**src/rtl/input_interface_ne_if.sv**
```systemverilog
// Handshake and memory-write bundle between the LLR source, the input loader and the decoder LLR memory.
interface input_interface_ne_if #(
    parameter int ADDRESSWIDTH = 5,
    parameter int NB           = 14,
    parameter int DW           = 32
);
    logic                    load_start;
    logic                    frame_release;
    logic [DW-1:0]           din;
    logic                    din_valid;
    logic                    din_ready;
    logic                    wr_en;
    logic [ADDRESSWIDTH-1:0] LOADADDRESS;
    logic [NB*DW-1:0]        WRDOUT_VEC;
    logic                    load_done;
    logic                    busy;

    modport master (
        output load_start, frame_release, din, din_valid,
        input  din_ready, wr_en, LOADADDRESS, WRDOUT_VEC, load_done, busy
    );

    modport slave (
        input  load_start, frame_release, din, din_valid,
        output din_ready, wr_en, LOADADDRESS, WRDOUT_VEC, load_done, busy
    );
endinterface

```
**src/rtl/input_interface_ne.sv**
```systemverilog
// Decoder input loader: packs NB DW-bit words per row and writes LOADCOUNT rows per frame.
// Optional macro INIF_WORD_REVERSE_EN places the first word of a row in the most-significant slot.
module input_interface_ne #(
    parameter int ADDRESSWIDTH = 5,
    parameter int NB           = 14,
    parameter int DW           = 32,
    parameter int LOADCOUNT    = 17
) (
    input logic                 clk,
    input logic                 rst,
    input_interface_ne_if.slave bus
);
    localparam int CW = (NB > 1) ? $clog2(NB) : 1;
    localparam logic [CW-1:0]           LAST_WORD = CW'(NB - 1);
    localparam logic [ADDRESSWIDTH-1:0] LAST_ROW  = ADDRESSWIDTH'(LOADCOUNT - 1);

    typedef enum logic [1:0] {S_IDLE, S_FILL, S_DONE, S_WAIT} state_t;

    state_t                  r_state;
    logic [CW-1:0]           r_wordCnt;
    logic [ADDRESSWIDTH-1:0] r_rowCnt;
    logic [NB*DW-1:0]        r_rowBuf;
    logic                    r_dinReady;
    logic                    r_wrEn;
    logic [ADDRESSWIDTH-1:0] r_loadAddress;
    logic [NB*DW-1:0]        r_wrdoutVec;
    logic                    r_loadDone;
    logic                    r_busy;

    logic                    w_xfer;
    logic [CW-1:0]           w_slot;
    logic [NB*DW-1:0]        w_rowNext;

    // din_ready is only ever high in FILL, so it doubles as the state qualifier.
    assign w_xfer = bus.din_valid && r_dinReady;

`ifdef INIF_WORD_REVERSE_EN
    assign w_slot = LAST_WORD - r_wordCnt;
`else
    assign w_slot = r_wordCnt;
`endif

    always_comb begin
        w_rowNext = r_rowBuf;
        for (int k = 0; k < NB; k++) begin
            if (w_slot == CW'(k)) begin
                w_rowNext[k*DW +: DW] = bus.din;
            end
        end
    end

    always_ff @(posedge clk) begin
        if (!rst) begin
            r_state       <= S_IDLE;
            r_wordCnt     <= '0;
            r_rowCnt      <= '0;
            r_rowBuf      <= '0;
            r_dinReady    <= 1'b0;
            r_wrEn        <= 1'b0;
            r_loadAddress <= '0;
            r_wrdoutVec   <= '0;
            r_loadDone    <= 1'b0;
            r_busy        <= 1'b0;
        end else begin
            r_wrEn     <= 1'b0;
            r_loadDone <= 1'b0;
            case (r_state)
                S_IDLE: begin
                    if (bus.load_start) begin
                        r_state    <= S_FILL;
                        r_wordCnt  <= '0;
                        r_rowCnt   <= '0;
                        r_dinReady <= 1'b1;
                        r_busy     <= 1'b1;
                    end
                end
                S_FILL: begin
                    if (w_xfer) begin
                        r_rowBuf <= w_rowNext;
                        if (r_wordCnt == LAST_WORD) begin
                            r_wordCnt     <= '0;
                            r_wrEn        <= 1'b1;
                            r_wrdoutVec   <= w_rowNext;
                            r_loadAddress <= r_rowCnt;
                            r_rowCnt      <= r_rowCnt + ADDRESSWIDTH'(1);
                            // Ready falls together with the last write so no word of the next frame slips in.
                            if (r_rowCnt == LAST_ROW) begin
                                r_state    <= S_DONE;
                                r_dinReady <= 1'b0;
                            end
                        end else begin
                            r_wordCnt <= r_wordCnt + CW'(1);
                        end
                    end
                end
                S_DONE: begin
                    r_loadDone <= 1'b1;
                    r_state    <= S_WAIT;
                end
                S_WAIT: begin
                    if (bus.frame_release) begin
                        r_state <= S_IDLE;
                        r_busy  <= 1'b0;
                    end
                end
                default: r_state <= S_IDLE;
            endcase
        end
    end

    assign bus.din_ready   = r_dinReady;
    assign bus.wr_en       = r_wrEn;
    assign bus.LOADADDRESS = r_loadAddress;
    assign bus.WRDOUT_VEC  = r_wrdoutVec;
    assign bus.load_done   = r_loadDone;
    assign bus.busy        = r_busy;
endmodule

```
**src/flat_wrapper.sv**
```systemverilog
// flat-port wrapper written by rule: the top's interface ports become plain ports
module input_interface_ne_flat 
#(
    parameter int ADDRESSWIDTH = 5,
    parameter int NB           = 14,
    parameter int DW           = 32,
    parameter int LOADCOUNT    = 17
)
  (clk, rst, bus_load_start, bus_frame_release, bus_din, bus_din_valid, bus_din_ready, bus_wr_en, bus_LOADADDRESS, bus_WRDOUT_VEC, bus_load_done, bus_busy);
  input_interface_ne_if #(.ADDRESSWIDTH(ADDRESSWIDTH), .NB(NB), .DW(DW)) bus_i ();
  input logic clk;
  input logic rst;
  input wire logic [$bits(bus_i.load_start)-1:0] bus_load_start;
  input wire logic [$bits(bus_i.frame_release)-1:0] bus_frame_release;
  input wire logic [$bits(bus_i.din)-1:0] bus_din;
  input wire logic [$bits(bus_i.din_valid)-1:0] bus_din_valid;
  output wire logic [$bits(bus_i.din_ready)-1:0] bus_din_ready;
  output wire logic [$bits(bus_i.wr_en)-1:0] bus_wr_en;
  output wire logic [$bits(bus_i.LOADADDRESS)-1:0] bus_LOADADDRESS;
  output wire logic [$bits(bus_i.WRDOUT_VEC)-1:0] bus_WRDOUT_VEC;
  output wire logic [$bits(bus_i.load_done)-1:0] bus_load_done;
  output wire logic [$bits(bus_i.busy)-1:0] bus_busy;
  assign bus_i.load_start = bus_load_start;
  assign bus_i.frame_release = bus_frame_release;
  assign bus_i.din = bus_din;
  assign bus_i.din_valid = bus_din_valid;
  assign bus_din_ready = bus_i.din_ready;
  assign bus_wr_en = bus_i.wr_en;
  assign bus_LOADADDRESS = bus_i.LOADADDRESS;
  assign bus_WRDOUT_VEC = bus_i.WRDOUT_VEC;
  assign bus_load_done = bus_i.load_done;
  assign bus_busy = bus_i.busy;
  input_interface_ne #(.ADDRESSWIDTH(ADDRESSWIDTH), .NB(NB), .DW(DW), .LOADCOUNT(LOADCOUNT)) u_core (.clk(clk), .rst(rst), .bus(bus_i));
endmodule
```
**config.mk**
```make
export PLATFORM = sky130hd
export DESIGN_NAME = input_interface_ne_flat
export DESIGN_NICKNAME = d
export VERILOG_FILES = /design/src/rtl/input_interface_ne_if.sv /design/src/rtl/input_interface_ne.sv /design/src/flat_wrapper.sv
export SDC_FILE = /design/constraint.sdc
export NUM_CORES = 2
export LEC_CHECK = 0
export CAP_MARGIN = 5
export CORE_MARGIN = 1.5
export CORE_UTILIZATION = 47
export DETAILED_ROUTE_END_ITERATION = 10
export DONT_BUFFER_PORTS = 1
export SKIP_LAST_GASP = 1
export SLEW_MARGIN = 20
export SYNTH_ARGS = -nofsm -noshare
export SYNTH_HDL_FRONTEND = slang
export SYNTH_SLANG_ARGS = --single-unit
```
**constraint.sdc**
```tcl
create_clock -name clk -period 2.2 [get_ports clk]
set_input_delay 0.33 -clock clk [delete_from_list [all_inputs] [get_ports clk]]
set_output_delay 0.33 -clock clk [all_outputs]
set_load 0.005 [all_outputs]
```
==> results.sh <==
export IMPL_yosysWarningCount=0
export IMPL_placed_area_um2=37800
export IMPL_h_tree_depth=3
export IMPL_finalHoldViolations=0
export IMPL_synth_seq_cells=884
export IMPL_clock_path_buffers=3
export IMPL_synthesis_nets=4103
export IMPL_antenna_found_initial=16
export IMPL_die_height_um=283
export IMPL_num_vias=27500
export IMPL_synth_edf_count=0
export IMPL_gr_usage_met1_pct=35.8
export IMPL_ant_nets=0
export IMPL_final_nets=3954
export IMPL_cts_buffers=95
export IMPL_worst_pin_slew_ps=766
export IMPL_path_depth=8
export IMPL_power_total_mw=34.1
export IMPL_fp_row_count=102
export IMPL_p_sw_share_pct=22.9
export IMPL_grtUsageMet2_pct=40.0
export IMPL_layout_setup_ws_ps=124
export IMPL_mostFrequentLayoutCell="nand2_1"
export IMPL_final_cells=5026
export IMPL_pwr_share_seq_pct=47.2
export IMPL_wire_per_inst_um=21.7
export IMPL_drtPass1Iterations=5
export IMPL_p_sw_mw=7.83
export IMPL_drt_total_wl_um=109000
export IMPL_syn_area_um2=36800
export IMPL_place_ws_ps=67.2
export IMPL_initial_core_util_pct=47.5
export IMPL_drt_iter0_drc=1695
export IMPL_irDropWorstVdd_mv=0.526
export IMPL_reg2reg_setup_slack_ps=120
export IMPL_crit_end="u_core.bus.WRDOUT_VEC[446]"
export IMPL_worstSetupStartpointType="flip-flop"
export IMPL_grt_pass1_wl_um=161000
export IMPL_ys_types=41
export IMPL_crit_path_start="u_core.r_state[1]"
export IMPL_clock_sinks=884
export IMPL_leakage_nw=13.1
export IMPL_cap_violations=0
export IMPL_hpwl_um=64400
export IMPL_powerDensity_nw_per_um2=810
export IMPL_slowest_delay_ps=550
export IMPL_p_int_mw=26.3
export IMPL_core_um2=77500
export IMPL_cp_top_family="buffers and inverters"
export IMPL_ys_seq_area_share_pct=48.1
export IMPL_cp_num_buf_inv=3
export IMPL_r2r_end="u_core.bus.WRDOUT_VEC[446]"
export IMPL_whs_path_depth=2
export IMPL_grtUsageTotal_pct=26.2
export IMPL_synthesis_instances=4059
export IMPL_post_route_util_pct=54.4
export IMPL_syn2layout_area_growth_pct=14.5
export IMPL_grt_pass1_vias=25600
export IMPL_post_route_period_util_pct=94.4
export IMPL_reg2regPathDepth=8
export IMPL_clk_root_buffer_cell="clkbuf_16"
export IMPL_place_gp_congestion=0.778
export IMPL_gr_max_usage_layer="met2"
export IMPL_die_area_um2=79900
export IMPL_critPathSlowestCell="dlygate4sd3_1"
export IMPL_hp_class="in -> reg"
export IMPL_p_clk_share_pct=48.2
export IMPL_clk_pin_slew_ps=60
export IMPL_drt_drc_violations_left=0
export IMPL_design_area_um2=42100
export IMPL_synth_flop_cell="dfxtp_1"
export IMPL_max_freq_mhz=482
export IMPL_cts_tree="built"
export IMPL_required_ps=2780
export IMPL_slew_headroom_pct=49.0
export IMPL_viasPerCell=5.48
export IMPL_portBuffers=0
export IMPL_fin_crit_ps=2080
export IMPL_cp_end_kind="flip-flop"
export IMPL_combPwrFrac_pct=4.6
export IMPL_critPathMaxFanout=8
export IMPL_r2r_start="u_core.r_state[1]"
export IMPL_syn_avg_cell_area_um2=9.06
export IMPL_place_inst=4781
export IMPL_use_met3_pct=7.43
export IMPL_clock_latency_ps=660
export IMPL_rsz0062_at_grt="yes"
export IMPL_setup_violations=0
export IMPL_drive_above_1_share_pct=16.0
export IMPL_grt_max_degree=79
export IMPL_worstPathArrival_ps=2660
export IMPL_status="finished, final reports clean"
export IMPL_grt_ovfl_total=0
export IMPL_crit_chain="inv_1 -> ha_2 -> nand3_1 -> nor2_4 -> buf_12 -> nand2_1 -> dlygate4sd3_1 -> a21oi_1"
export IMPL_fill_cells=7061
export IMPL_crit_type="reg -> reg"
export IMPL_final_max_slew_viol_count=0
export IMPL_die_x_um=283
export IMPL_final_cell_mix="nand2_1 (928), dfxtp_1 (883), a21oi_1 (464)"
export IMPL_io_pins=494
export IMPL_skew_ps=31.6
export IMPL_async_reset_ff_share_pct=0
power by group through the flow:
stage | clock, mW | sequential [mW] | combinational, mW
final | 16.4 | 16.1 | 1.56
after global routing | 17.4 | 16.1 | 1.65
after CTS | 16.7 | 16.1 | 1.54
after detailed placement | 0 | 16.5 | 0.982
after global placement | 0 | 16.5 | 0.982
after floorplan | 0 | 16.5 | 0.905
what timing repair did:
item / in CTS / in global routing
setup buffers: 0 / 4
setup endpoints to repair: 0 / 52
gates resized for setup: 0 / 5
hold buffers: 66 / 0
endpoints found under the hold margin: 812 / 0
registers in the layout (all words and copies together), names as in the netlist:
name / flops
u_core.bus.WRDOUT_VEC: 448
u_core.r_rowBuf: 416
u_core.bus.LOADADDRESS: 5
u_core.r_rowCnt: 5
u_core.r_wordCnt: 4
u_core.r_state: 2
u_core.bus.busy: 1
u_core.bus.din_ready: 1
u_core.bus.load_done: 1
u_core.bus.wr_en: 1
area by class of cell:
type / count / area [um2] / area share, %
antenna: 4 / 10.0 / 0.0238
clock buffer: 140 / 2800 / 6.64
clock inverter: 29 / 423 / 1.00
inverter: 8 / 37.5 / 0.0891
multi-input combinational: 2719 / 16900 / 40.1
sequential: 884 / 17700 / 42.0
tap: 1040 / 1300 / 3.09
timing repair buffer: 202 / 2970 / 7.04
layer usage:
| layer | vias up | wire length [um] |
|---|---|---|
| li1 | 13400 | - |
| met4 | 0 | 2420 |
| met1 | 13200 | 49200 |
| met5 | - | 0 |
| met3 | 144 | 9320 |
| met2 | 746 | 48300 |
Yosys cell counts (2+ instances only):
cell      number  area share, %
nand2_1      929            9.5
dfxtp_1      884             48
a21oi_1      464            6.3
nor2_1       423            4.3
mux2i_1      418             11
a211oi_2     300             10
buf_2        204            2.8
clkbuf_1     159            1.6
a211oi_1     117            2.4
buf_4         74            1.5
and2_1        12           0.20
o21ai_0        8           0.11
ha_1           7           0.24
inv_1          7          0.071
buf_1          4          0.041
buf_6          4           0.12
nand3_1        4          0.054
nor4b_2        4           0.16
or3_1          4          0.068
and4bb_2       3           0.10
clkbuf_4       3          0.061
nor3_1         3          0.041
nor4bb_1       3          0.082
nand4b_1       2          0.048
nor2b_1        2          0.034
or2_2          2          0.034
worst min path at each step:
stage | from | end
global placement | u_core.r_rowBuf[368] | u_core.r_rowBuf[368]
floorplan | u_core.r_rowBuf[415] | u_core.r_rowBuf[415]
detailed placement | u_core.r_rowBuf[125] | u_core.r_rowBuf[125]
global route | bus_din[2] | u_core.bus.WRDOUT_VEC[194]
finish | bus_din[5] | u_core.bus.WRDOUT_VEC[5]
CTS | bus_din[17] | u_core.bus.WRDOUT_VEC[17]
per-stage QoR:
stage	hold slack, ps	setup TNS [ps]
final	24.1	0
after global placement	441	0
after floorplan	432	0
after global routing	5.04	-14.5
after detailed placement	446	0
after CTS	0.227	0
cell families after synthesis:
| family | synth area share (%) |
|---|---|
| simple gates | 14.9 |
| flops | 48.1 |
| buf+inv | 6.22 |
| mux | 11.4 |
| fa+ha+maj | 0.238 |
| compound gates | 19.1 |
Power figures use the tool's default switching activity.
